### src/rtl/pio_seq_pkg.sv
// ============================================================================
// pio_seq_pkg : shared types and constants for the PIO strobe sequencer
// Rev 1.0
// ============================================================================
`default_nettype none

package pio_seq_pkg;

   localparam int DATA_W     = 8;
   localparam int STROBE_BIT = DATA_W;

   typedef enum logic [1:0] {
      IDLE   = 2'd0,
      SETUP  = 2'd1,
      STROBE = 2'd2,
      HOLD   = 2'd3
   } seq_state_t;

   function automatic int max3(input int a, input int b, input int c);
      int m;
      m = (a > b) ? a : b;
      return (m > c) ? m : c;
   endfunction

   // Wide enough to hold the largest (phase length - 1) reload value.
   function automatic int cnt_width(input int s, input int t, input int h);
      return $clog2(max3(s, t, h) + 1);
   endfunction

endpackage

`default_nettype wire

### src/rtl/pio_strobe_sequencer_if.sv
// ============================================================================
// pio_strobe_sequencer_if : requester handshakes and PIO bus outputs
// Optional PIO_SEQ_STATS_EN adds per-requester transfer counters.  Rev 1.0
// ============================================================================
`default_nettype none

interface pio_strobe_sequencer_if #(
   parameter int DATA_W = 8
);

   logic              req0_valid;
   logic [DATA_W-1:0] req0_data;
   logic              req0_ready;
   logic              req1_valid;
   logic [DATA_W-1:0] req1_data;
   logic              req1_ready;
   logic [DATA_W:0]   out_port;
   logic              busy;
   logic              grant_id;
   logic              done;
`ifdef PIO_SEQ_STATS_EN
   logic [15:0]       xfer_cnt0;
   logic [15:0]       xfer_cnt1;

   modport master (
      output req0_valid, req0_data, req1_valid, req1_data,
      input  req0_ready, req1_ready, out_port, busy, grant_id, done,
      input  xfer_cnt0, xfer_cnt1
   );

   modport slave (
      input  req0_valid, req0_data, req1_valid, req1_data,
      output req0_ready, req1_ready, out_port, busy, grant_id, done,
      output xfer_cnt0, xfer_cnt1
   );
`else
   modport master (
      output req0_valid, req0_data, req1_valid, req1_data,
      input  req0_ready, req1_ready, out_port, busy, grant_id, done
   );

   modport slave (
      input  req0_valid, req0_data, req1_valid, req1_data,
      output req0_ready, req1_ready, out_port, busy, grant_id, done
   );
`endif

endinterface

`default_nettype wire

### src/rtl/pio_rr_arb2.sv
// ============================================================================
// pio_rr_arb2 : two-way round-robin arbiter, grant is one-hot (zero if idle)
// Rev 1.0
// ============================================================================
`default_nettype none

module pio_rr_arb2 (
   input  logic [1:0] valid,
   input  logic       rr_last,
   output logic [1:0] grant,
   output logic       grant_id
);

   always_comb begin
      grant_id = 1'b0;
      grant    = 2'b00;
      case (valid)
         2'b01:   grant_id = 1'b0;
         2'b10:   grant_id = 1'b1;
         2'b11:   grant_id = ~rr_last;
         default: grant_id = 1'b0;
      endcase
      if (valid != 2'b00) begin
         grant = grant_id ? 2'b10 : 2'b01;
      end
   end

endmodule

`default_nettype wire

### src/rtl/pio_strobe_sequencer.sv
// ============================================================================
// pio_strobe_sequencer : arbitrates two byte sources onto a strobed PIO bus
// with setup/strobe/hold timing; PIO_SEQ_STATS_EN adds transfer counters. Rev 1.0
// ============================================================================
`default_nettype none

module pio_strobe_sequencer
   import pio_seq_pkg::*;
#(
   parameter int DATA_W     = pio_seq_pkg::DATA_W,
   parameter int SETUP_CYC  = 2,
   parameter int STROBE_CYC = 4,
   parameter int HOLD_CYC   = 2
) (
   input  logic                  clk,
   input  logic                  reset_n,
   pio_strobe_sequencer_if.slave bus
);

   localparam int CNT_W = cnt_width(SETUP_CYC, STROBE_CYC, HOLD_CYC);
   localparam logic [CNT_W-1:0] SETUP_LD  = CNT_W'(SETUP_CYC - 1);
   localparam logic [CNT_W-1:0] STROBE_LD = CNT_W'(STROBE_CYC - 1);
   localparam logic [CNT_W-1:0] HOLD_LD   = CNT_W'(HOLD_CYC - 1);
   localparam logic [CNT_W-1:0] CNT_ONE   = CNT_W'(1);

   seq_state_t        state;
   logic [CNT_W-1:0]  count;
   logic [DATA_W-1:0] data_q;
   logic              strobe_q;
   logic              busy_q;
   logic              grant_q;
   logic              done_q;
   logic              rr_last;

   logic [1:0]        valid;
   logic [1:0]        grant;
   logic              arb_id;
   logic              accept;
   logic [DATA_W-1:0] accept_data;

   assign valid = {bus.req1_valid, bus.req0_valid};

   pio_rr_arb2 u_arb (
      .valid    (valid),
      .rr_last  (rr_last),
      .grant    (grant),
      .grant_id (arb_id)
   );

   assign accept         = (state == IDLE) && (grant != 2'b00);
   assign bus.req0_ready = (state == IDLE) && grant[0];
   assign bus.req1_ready = (state == IDLE) && grant[1];
   assign accept_data    = arb_id ? bus.req1_data : bus.req0_data;

   // Data stays on the bus through IDLE; only the strobe returns low.
   assign bus.out_port = {strobe_q, data_q};
   assign bus.busy     = busy_q;
   assign bus.grant_id = grant_q;
   assign bus.done     = done_q;

   always_ff @(posedge clk or negedge reset_n) begin
      if (!reset_n) begin
         state    <= IDLE;
         count    <= '0;
         data_q   <= '0;
         strobe_q <= 1'b0;
         busy_q   <= 1'b0;
         grant_q  <= 1'b0;
         done_q   <= 1'b0;
         rr_last  <= 1'b1;
      end else begin
         done_q <= 1'b0;
         case (state)
            IDLE: begin
               if (accept) begin
                  data_q  <= accept_data;
                  grant_q <= arb_id;
                  rr_last <= arb_id;
                  busy_q  <= 1'b1;
                  count   <= SETUP_LD;
                  state   <= SETUP;
               end
            end
            SETUP: begin
               if (count == '0) begin
                  strobe_q <= 1'b1;
                  count    <= STROBE_LD;
                  state    <= STROBE;
               end else begin
                  count <= count - CNT_ONE;
               end
            end
            STROBE: begin
               if (count == '0) begin
                  strobe_q <= 1'b0;
                  count    <= HOLD_LD;
                  state    <= HOLD;
               end else begin
                  count <= count - CNT_ONE;
               end
            end
            HOLD: begin
               if (count == '0) begin
                  busy_q <= 1'b0;
                  done_q <= 1'b1;
                  state  <= IDLE;
               end else begin
                  count <= count - CNT_ONE;
               end
            end
            default: begin
               strobe_q <= 1'b0;
               busy_q   <= 1'b0;
               state    <= IDLE;
            end
         endcase
      end
   end

`ifdef PIO_SEQ_STATS_EN
   logic [15:0] stat_cnt0;
   logic [15:0] stat_cnt1;

   always_ff @(posedge clk or negedge reset_n) begin
      if (!reset_n) begin
         stat_cnt0 <= '0;
         stat_cnt1 <= '0;
      end else if (done_q) begin
         if (!grant_q && (stat_cnt0 != 16'hFFFF)) begin
            stat_cnt0 <= stat_cnt0 + 16'd1;
         end
         if (grant_q && (stat_cnt1 != 16'hFFFF)) begin
            stat_cnt1 <= stat_cnt1 + 16'd1;
         end
      end
   end

   assign bus.xfer_cnt0 = stat_cnt0;
   assign bus.xfer_cnt1 = stat_cnt1;
`endif

endmodule

`default_nettype wire

### src/flat_wrapper.sv
// flat-port wrapper written by rule: the top's interface ports become plain ports
module pio_strobe_sequencer_flat import pio_seq_pkg::*;
#(
   parameter int DATA_W     = pio_seq_pkg::DATA_W,
   parameter int SETUP_CYC  = 2,
   parameter int STROBE_CYC = 4,
   parameter int HOLD_CYC   = 2
)
  (clk, reset_n, bus_req0_valid, bus_req0_data, bus_req1_valid, bus_req1_data, bus_req0_ready, bus_req1_ready, bus_out_port, bus_busy, bus_grant_id, bus_done);
  pio_strobe_sequencer_if #(.DATA_W(DATA_W)) bus_i ();
  input  logic clk;
  input  logic reset_n;
  input wire logic [$bits(bus_i.req0_valid)-1:0] bus_req0_valid;
  input wire logic [$bits(bus_i.req0_data)-1:0] bus_req0_data;
  input wire logic [$bits(bus_i.req1_valid)-1:0] bus_req1_valid;
  input wire logic [$bits(bus_i.req1_data)-1:0] bus_req1_data;
  output wire logic [$bits(bus_i.req0_ready)-1:0] bus_req0_ready;
  output wire logic [$bits(bus_i.req1_ready)-1:0] bus_req1_ready;
  output wire logic [$bits(bus_i.out_port)-1:0] bus_out_port;
  output wire logic [$bits(bus_i.busy)-1:0] bus_busy;
  output wire logic [$bits(bus_i.grant_id)-1:0] bus_grant_id;
  output wire logic [$bits(bus_i.done)-1:0] bus_done;
  assign bus_i.req0_valid = bus_req0_valid;
  assign bus_i.req0_data = bus_req0_data;
  assign bus_i.req1_valid = bus_req1_valid;
  assign bus_i.req1_data = bus_req1_data;
  assign bus_req0_ready = bus_i.req0_ready;
  assign bus_req1_ready = bus_i.req1_ready;
  assign bus_out_port = bus_i.out_port;
  assign bus_busy = bus_i.busy;
  assign bus_grant_id = bus_i.grant_id;
  assign bus_done = bus_i.done;
  pio_strobe_sequencer #(.DATA_W(DATA_W), .SETUP_CYC(SETUP_CYC), .STROBE_CYC(STROBE_CYC), .HOLD_CYC(HOLD_CYC)) u_core (.clk(clk), .reset_n(reset_n), .bus(bus_i));
endmodule
### config.mk
export PLATFORM = sky130hd
export DESIGN_NAME = pio_strobe_sequencer_flat
export DESIGN_NICKNAME = d
export VERILOG_FILES = /design/src/rtl/pio_seq_pkg.sv /design/src/rtl/pio_strobe_sequencer_if.sv /design/src/rtl/pio_rr_arb2.sv /design/src/rtl/pio_strobe_sequencer.sv /design/src/flat_wrapper.sv
export SDC_FILE = /design/constraint.sdc
export NUM_CORES = 1
export LEC_CHECK = 0
export CAP_MARGIN = 30
export CORE_MARGIN = 1
export CORE_UTILIZATION = 50
export CTS_BUF_LIST = sky130_fd_sc_hd__clkbuf_4 sky130_fd_sc_hd__clkbuf_8
export DETAILED_ROUTE_END_ITERATION = 16
export PLACE_DENSITY = 0.94
export SLEW_MARGIN = 10
export SYNTH_ARGS = -nofsm -noshare
export SYNTH_HDL_FRONTEND = slang
export SYNTH_SLANG_ARGS = --single-unit
### constraint.sdc
create_clock -name clk -period 3.3 [get_ports clk]
set_clock_uncertainty 0.1 [all_clocks]
set_input_delay 0.825 -clock clk [delete_from_list [all_inputs] [get_ports clk]]
set_output_delay 0.825 -clock clk [all_outputs]
set_load 0.02 [all_outputs]
==> impl_summary.log, run 1 <==
INFO  metric result_of_the_run = completed
INFO  metric cts.htree.levels = 1
INFO  metric setup_total_negative_slack = 0 ns
INFO  metric die_y = 46.41 um
INFO  metric drtIter0Drc = 42
INFO  metric post_syn_area = 985.9 um2
INFO  metric rsz0062_at_grt = false
INFO  metric area_of_the_placeable_core = between 1500 and 2000 um2
INFO  metric cts_buffer_depth = 2
INFO  metric start_kind = input pin
INFO  metric pin_count = 34
INFO  metric initial_utilization = 55.30%
INFO  metric timing.critical_path.to_type = primary output
INFO  metric wl_per_cell = 14.06 um
INFO  metric std_cell_rows = 15
INFO  metric ff2ff_path_depth = 6
INFO  metric place.gp.congestion = 0.8999
INFO  metric cts.hold.buffers_added = 0
INFO  metric clkSlewWorstSetupHoldPaths = 0.10 ns
INFO  metric number_of_distinct_library_cell_variants_in_the_gate_level_netlist_after_synthesis = 34
INFO  metric nFillCells = 105
INFO  metric met1_usage = 26.50%
INFO  metric most-common-layout-cells = sky130_fd_sc_hd__clkdlybuf4s50_1 (31), sky130_fd_sc_hd__dfrtp_1 (17), sky130_fd_sc_hd__nand2_1 (8)
INFO  metric hold_path_class = register to register
INFO  metric hold_ws = a little under 0.4 ns
INFO  metric synth.yosys.seq_area_share = 45.81%
INFO  metric grt_pass1_vias = 776
INFO  metric fp.dieArea = between 2000 and 2500 um2
INFO  metric route.final.wire_length = 2165 um
INFO  metric fmax = 344.4 MHz
INFO  metric critPathLaunch = bus_req1_valid
INFO  metric finalSetupViolations = 0
INFO  metric synth_warnings = 0
INFO  metric powerDensity = 949.1 nW/um2
INFO  metric grt.busiest_layer = met2
INFO  metric residual_drc_count = 0
INFO  metric finalCritPeriodShare = 87.98%
INFO  metric crit-reg2reg-capture = u_core.state[1]
INFO  metric min_delay_path_depth = 1
INFO  metric port_buffers = 33
INFO  metric insertion_delay = 0.30 ns
INFO  metric biggest_area_contributors_in_the_synthesized_netlist = sky130_fd_sc_hd__dfrtp_1 (43%), sky130_fd_sc_hd__ha_1 (8.9%), sky130_fd_sc_hd__mux2i_1 (6.1%), sky130_fd_sc_hd__a21o_1 (3.8%), sky130_fd_sc_hd__o21ai_0 (3.6%)
INFO  metric worst_endpoint_data_arrival_time = roughly 2.0 ns
INFO  metric worst_hold_startpoint = u_core.bus.grant_id
INFO  metric whs_endpoint = u_core.bus.grant_id
INFO  metric grt_max_degree = 19
INFO  metric number_of_buffers_inserted_during_clock_tree_synthesis = 3
INFO  metric p_leak = roughly 0.68 nW
INFO  metric synth_largest_type_area_fraction = between 40% and 50%
INFO  metric num_antenna_cells = 0
INFO  metric tritoncts = yes
INFO  metric clock-sinks = 18
INFO  metric layout.nets = 157
INFO  metric number_of_max_capacitance_violations_reported = 0
INFO  metric number_of_antenna_violating_nets_in_the_routed_design = 0
INFO  metric grt_use_met3 = 3.529%
INFO  metric route.detailed.vias_per_inst = 5.539
INFO  metric syn_area_per_cell = 10.95 um2
INFO  metric vdd.ir_drop.worst = 0.7076 mV
INFO  metric slowest_stage = sky130_fd_sc_hd__clkdlybuf4s50_1
INFO  metric synth_top_cell_by_area = sky130_fd_sc_hd__dfrtp_1
INFO  metric global_route.usage.met2 = about 37%
INFO  metric cp.depth = 4
INFO  metric synth_cells = 90
INFO  metric cpLargestDelayFamily = buffers and inverters
INFO  metric cts_root_cell = sky130_fd_sc_hd__clkbuf_4
INFO  metric timing.max_slew.rel_slack = 47.14%
INFO  metric dr_total_vias = about 850
INFO  metric final.min_clock_period = 2.903 ns
INFO  metric crit_type = input pin to primary output
INFO  metric drt_first_pass_iters = 5
INFO  metric critPathMaxFanout = 4
INFO  metric timing.critical_path.buf_inv = 2
INFO  metric antenna_found_initial = 0
INFO  metric hpwl = between 1500 and 2000 um
INFO  metric syn_to_final_growth = 41.62%
INFO  metric post-route-util = 78.32%
INFO  metric final_common_cell = sky130_fd_sc_hd__clkdlybuf4s50_1
INFO  metric fp.dieW = 46.41 um
INFO  metric worst_slew_pin_slew = 0.7905 ns
INFO  metric gr-usage-all-layers = 21.39%
INFO  metric global_route.overflow_total = 0
INFO  metric ff_latch_area = 451.7 um2
INFO  metric post_route_cells_drive_above_1_share = 14.73%
INFO  metric global_route_wire_length_before_repair = 3256 um
INFO  metric worst-endpoint-required = 2.37 ns
INFO  metric cp_slowest_stage_delay = 0.51 ns
INFO  metric rr_startpoint = u_core.state[1]
INFO  metric report.final.slew_viol_count = 0
INFO  metric footprint_of_the_multi_input_gates = 488.0 um2
INFO  metric mappedNetlistNets = roughly 120
INFO  metric postSynthRegisterBits = 18
INFO  metric path_cells = clkdlybuf4s50_1 > a21boi_2 > and2_4 > dlymetal6s2s_1
INFO  metric hold_violations = 0
INFO  metric rrSetupSlack = 1.38 ns
routing by layer:
metal / routed length [um] / part of all wire (%) / up-vias
met5: 0 / 0 / -
met4: 29 / 1.3 / 0
met3: 218 / 10 / 5
met2: 991 / 46 / 42
met1: 925 / 43 / 404
li1: - / - / 402
registers in the layout, summed over array words and instances (netlist names):
name / count
u_core.data_q: 8
u_core.bus.busy: 1
u_core.strobe_q: 1
u_core.state: 2
u_core.count: 3
u_core.rr_last: 1
u_core.bus.done: 1
u_core.bus.grant_id: 1
power breakdown:
part	internal (W)	switching, W
Sequential	0.000332	0.0000659
Combinational	0.000393	0.000411
Clock	0.0000553	0.0000690
Total	0.000780	0.000546
cell usage after synthesis:
| cell type | number |
|---|---|
| sky130_fd_sc_hd__buf_6 | 1 |
| sky130_fd_sc_hd__and2_4 | 1 |
| sky130_fd_sc_hd__dfrtp_1 | 17 |
| sky130_fd_sc_hd__a31oi_1 | 2 |
| sky130_fd_sc_hd__ha_1 | 7 |
| sky130_fd_sc_hd__or3b_1 | 1 |
| sky130_fd_sc_hd__a21oi_1 | 5 |
| sky130_fd_sc_hd__o31ai_1 | 2 |
| sky130_fd_sc_hd__nor4_1 | 1 |
| sky130_fd_sc_hd__dfstp_2 | 1 |
| sky130_fd_sc_hd__o21a_1 | 1 |
| sky130_fd_sc_hd__nor3b_2 | 1 |
| sky130_fd_sc_hd__o21ai_0 | 7 |
| sky130_fd_sc_hd__inv_1 | 6 |
| sky130_fd_sc_hd__buf_2 | 1 |
| sky130_fd_sc_hd__a222oi_1 | 2 |
| sky130_fd_sc_hd__nor3_1 | 1 |
| sky130_fd_sc_hd__mux2_2 | 1 |
| sky130_fd_sc_hd__buf_4 | 1 |
| sky130_fd_sc_hd__nand2b_4 | 1 |
| sky130_fd_sc_hd__and2_1 | 1 |
| sky130_fd_sc_hd__a21o_1 | 5 |
| sky130_fd_sc_hd__and2b_4 | 1 |
| sky130_fd_sc_hd__a2111oi_2 | 1 |
| sky130_fd_sc_hd__a22o_1 | 1 |
| sky130_fd_sc_hd__nand2_1 | 8 |
| sky130_fd_sc_hd__a21boi_2 | 1 |
| sky130_fd_sc_hd__nand2b_1 | 1 |
| sky130_fd_sc_hd__mux2i_1 | 6 |
| sky130_fd_sc_hd__a211oi_1 | 1 |
| sky130_fd_sc_hd__o21ai_1 | 1 |
| sky130_fd_sc_hd__o22a_1 | 1 |
| sky130_fd_sc_hd__nor2_2 | 1 |
| sky130_fd_sc_hd__or2_2 | 1 |
worst max path at each step:
stage	slack, ns	endpoint
floorplan	1.02	bus_req0_ready
detailed placement	0.02	bus_req1_ready
CTS	0.02	bus_req1_ready
global route	0.34	bus_req1_ready
global placement	0.07	bus_req1_ready
finish	0.40	bus_req1_ready
final cells by class:
cell class	count	area share (%)
multi-input combinational	63	34.95
sequential	18	32.35
timing repair buffer	38	26.70
tap	25	2.240
clock buffer	4	2.151
inverter	6	1.613
repair_timing:
item,4_1_cts,5_1_grt
setup buffers,0,0
setup endpoints to repair,0,2
gates resized for setup,0,2
logic make-up (layout without fill, tap and decap cells):
group / count (synthesis) / count (layout) / synth area share [%]
adders and majority gates: 7 / 7 / 8.883
DFF: 18 / 18 / 45.81
buffers and inverters: 9 / 48 / 4.695
muxes: 7 / 7 / 7.234
and+or+nand+nor: 19 / 19 / 12.18
AOI/OAI and AO/OA: 30 / 30 / 21.19
through the flow:
| step | cells | instance area, um2 | total power (W) | setup slack (ns) |
|---|---|---|---|---|
| 2_1_floorplan | 90 | 985.9 | 0.0009310 | 1.025 |
| 3_3_place_gp | 150 | 1361 | 0.001166 | 0.06567 |
| 3_5_place_dp | 150 | 1361 | 0.001201 | 0.02347 |
| 4_1_cts | 154 | 1391 | 0.001324 | 0.01618 |
| 5_1_grt | 154 | 1396 | 0.001424 | 0.3438 |
| 6_report | 154 | 1396 | 0.001325 | 0.3968 |
No activity file was read; power rests on OpenSTA's default activity.
==> inputs of run 2 (changes only) <==
Settings changed: CORE_ASPECT_RATIO from default to 1.1.
==> run 2 against run 1 <==
Non-clock buffer count did not move; cell area rose by 0.18%; first-iteration DRC count fell by 48%; count of clock-buffer cells in the layout did not move; critical endpoint is now bus_req0_ready; largest cell class unchanged.
==> impl_summary.log, run 2 (same netlist as run 1, synthesis figures left out) <==
INFO  metric hold_path_class = register to register
INFO  metric share_clk_of_total_power = under 10%
INFO  metric layout.nets = roughly 160
INFO  metric largestRegisters = u_core.data_q x8, u_core.count x3, u_core.state x2
INFO  metric cts.hold.buffers_added = 0
INFO  metric final.min_clock_period = 3.252 ns
INFO  metric drt_first_pass_iters = 4
INFO  metric tritoncts = yes
INFO  metric ff2ff_path_depth = 6
INFO  metric setup_slack = 0.04811 ns
INFO  metric num_antenna_cells = 0
INFO  metric comb_power_share = 60.5%
INFO  metric post_route_cells_drive_above_1_share = 14.73%
INFO  metric worst_slew_pin_slew = 0.8128 ns
INFO  metric route.final.wire_length = 2413 um
INFO  metric rr_startpoint = u_core.state[0]
INFO  metric start_kind = input pin
INFO  metric cts_buffer_depth = 2
INFO  metric finalSetupViolations = 0
INFO  metric port_buffers = 33
INFO  metric pin_count = 34
INFO  metric clock-sinks = 18
INFO  metric fmax = 307.5 MHz
INFO  metric grt_max_degree = 19
INFO  metric rrSetupSlack = 1.39 ns
INFO  metric report.final.slew_viol_count = 0
INFO  metric timing.max_slew.rel_slack = 45.64%
INFO  metric fp.dieW = ~44 um
INFO  metric drtIter0Drc = 22
INFO  metric final_common_cell = sky130_fd_sc_hd__clkdlybuf4s50_1
INFO  metric switchingPower = ~0.00056 W
INFO  metric fp.dieArea = about 2200 um2
INFO  metric grt_pass1_vias = 851
INFO  metric syn_to_final_growth = 41.88%
INFO  metric gr-usage-all-layers = 24.39%
INFO  metric clkSlewWorstSetupHoldPaths = around 0.10 ns
INFO  metric number_of_max_capacitance_violations_reported = 0
INFO  metric rsz0062_at_grt = false
INFO  metric die_y = 48.58 um
INFO  metric most-common-layout-cells = sky130_fd_sc_hd__clkdlybuf4s50_1 (32), sky130_fd_sc_hd__dfrtp_1 (17), sky130_fd_sc_hd__nand2_1 (8)
INFO  metric hold_violations = 0
INFO  metric cts_resized = 1
INFO  metric largest-register = u_core.data_q
INFO  metric std_cell_rows = 16
INFO  metric worst_endpoint_data_arrival_time = between 2 and 2.5 ns
INFO  metric powerDensity = 971.5 nW/um2
INFO  metric cts.repair_timing.setup_buffer_count = 0
INFO  metric critPathMostFrequentCell = sky130_fd_sc_hd__clkdlybuf4s50_1
INFO  metric vdd.ir_drop.worst = 0.6226 mV
INFO  metric number_of_antenna_violating_nets_in_the_routed_design = 0
INFO  metric insertion_delay = 0.30 ns
INFO  metric pwr-share-seq = 29.6%
INFO  metric result_of_the_run = completed
INFO  metric dr_total_vias = between 800 and 900
INFO  metric cp_slowest_stage_delay = roughly 0.63 ns
INFO  metric finalCritPeriodShare = 98.54%
INFO  metric p_leak = 0.6528 nW
INFO  metric antenna_found_initial = 0
INFO  metric cts_root_cell = sky130_fd_sc_hd__clkbuf_4
INFO  metric timing.critical_path.to_type = primary output
INFO  metric number_of_buffers_inserted_during_clock_tree_synthesis = 3
INFO  metric place.gp.congestion = roughly 0.84
INFO  metric dpl_worst_slack = -0.01165 ns
INFO  metric internal_power = 0.0007945 W
INFO  metric cts.htree.levels = 1
INFO  metric slowest_stage = sky130_fd_sc_hd__clkdlybuf4s50_1
INFO  metric min_delay_path_depth = 1
INFO  metric wl_per_cell = 15.47 um
INFO  metric finalInstanceArea = around 1400 um2
INFO  metric critPathMaxFanout = 3
INFO  metric crit_end = bus_req0_ready
INFO  metric setup_total_negative_slack = 0 ns
INFO  metric initial_utilization = 54.12%
INFO  metric area_of_the_placeable_core = 1822 um2
INFO  metric dpl-instance-area = 1364 um2
INFO  metric hpwl = 1895 um
INFO  metric worst-endpoint-required = 2.37 ns
INFO  metric residual_drc_count = 0
INFO  metric route.detailed.vias_per_inst = 5.583
INFO  metric global_route.overflow_total = 0
INFO  metric global_route_wire_length_before_repair = 3836 um
INFO  metric power.switching_fraction = 41.54%
INFO  metric crit-reg2reg-capture = u_core.state[1]
INFO  metric crit_type = input pin to primary output
INFO  metric largest_reg_flops = 8
INFO  metric critPathLaunch = bus_req1_valid
INFO  metric path_cells = clkdlybuf4s50_1 > buf_4 > o21ai_1 > nor2_2 > clkdlybuf4s50_1
==> run 2: changes by cell type in the layout (fill, tap and decap cells not counted) <==
| cell | previous run | this run |
|---|---|---|
| sky130_fd_sc_hd__dlymetal6s2s_1 | 2 | 0 |
| sky130_fd_sc_hd__clkbuf_4 | 4 | 3 |
| sky130_fd_sc_hd__clkbuf_8 | 0 | 1 |
| sky130_fd_sc_hd__clkdlybuf4s50_1 | 31 | 32 |
| sky130_fd_sc_hd__dlygate4sd2_1 | 0 | 1 |
==> run 2: metrics by stage <==
stage | power, W | std cells | hold WS (ns) | utilization, %
after floorplan | 0.0009310 | 90 | 0.3498 | -
after global placement | 0.001171 | 152 | 0.3608 | 74.86
after detailed placement | 0.001220 | 152 | 0.3723 | 74.86
after CTS | 0.001356 | 156 | 0.3961 | 76.79
after global routing | 0.001446 | 156 | 0.4119 | 76.79
final | 0.001359 | 156 | 0.3920 | 76.79
==> run 2: routing by layer <==
| metal | wire (um) | up-vias | share of wire (%) | track usage [%] |
|---|---|---|---|---|
| li1 | - | 400 | - | - |
| met1 | 995 | 424 | 41 | 27.03 |
| met2 | 1205 | 38 | 50 | 43.63 |
| met3 | 153 | 9 | 6.3 | 4.104 |
| met4 | 59 | 0 | 2.4 | 11.11 |
| met5 | 0 | - | 0 | 0 |
==> run 2: worst max-delay path, delay by kind of cell <==
kind | cells | cell delay (ns)
simple gates | 1 | 0.16
buf+inv | 3 | 1.24
compound gates | 1 | 0.10
==> run 2: power by group through the flow <==
| stage | clock network (W) | registers (W) | logic, W |
|---|---|---|---|
| floorplan | 0 | 0.000471 | 0.000460 |
| global placement | 0 | 0.000395 | 0.000776 |
| detailed placement | 0 | 0.000404 | 0.000816 |
| CTS | 0.000138 | 0.000400 | 0.000818 |
| global route | 0.000145 | 0.000412 | 0.000889 |
| finish | 0.000135 | 0.000402 | 0.000822 |
==> run 2: worst min path at each step <==
stage	startpoint	endpoint	slack (ns)
after CTS	u_core.bus.grant_id	u_core.bus.grant_id	0.40
after detailed placement	u_core.bus.grant_id	u_core.bus.grant_id	0.37
final	u_core.bus.grant_id	u_core.bus.grant_id	0.39
after floorplan	u_core.count[1]	u_core.count[1]	0.35
after global routing	u_core.count[1]	u_core.count[1]	0.41
after global placement	u_core.bus.grant_id	u_core.bus.grant_id	0.36
==> run 2: final cells by class <==
| type | instances | area, um2 |
|---|---|---|
| fillers | 109 | 422.9 |
| flip-flops and latches | 18 | 451.7 |
| multi-input cells | 63 | 488.0 |
| well taps | 27 | 33.78 |
| inverters | 6 | 22.52 |
| repair buffers | 38 | 366.6 |
| clock buffers | 4 | 36.28 |
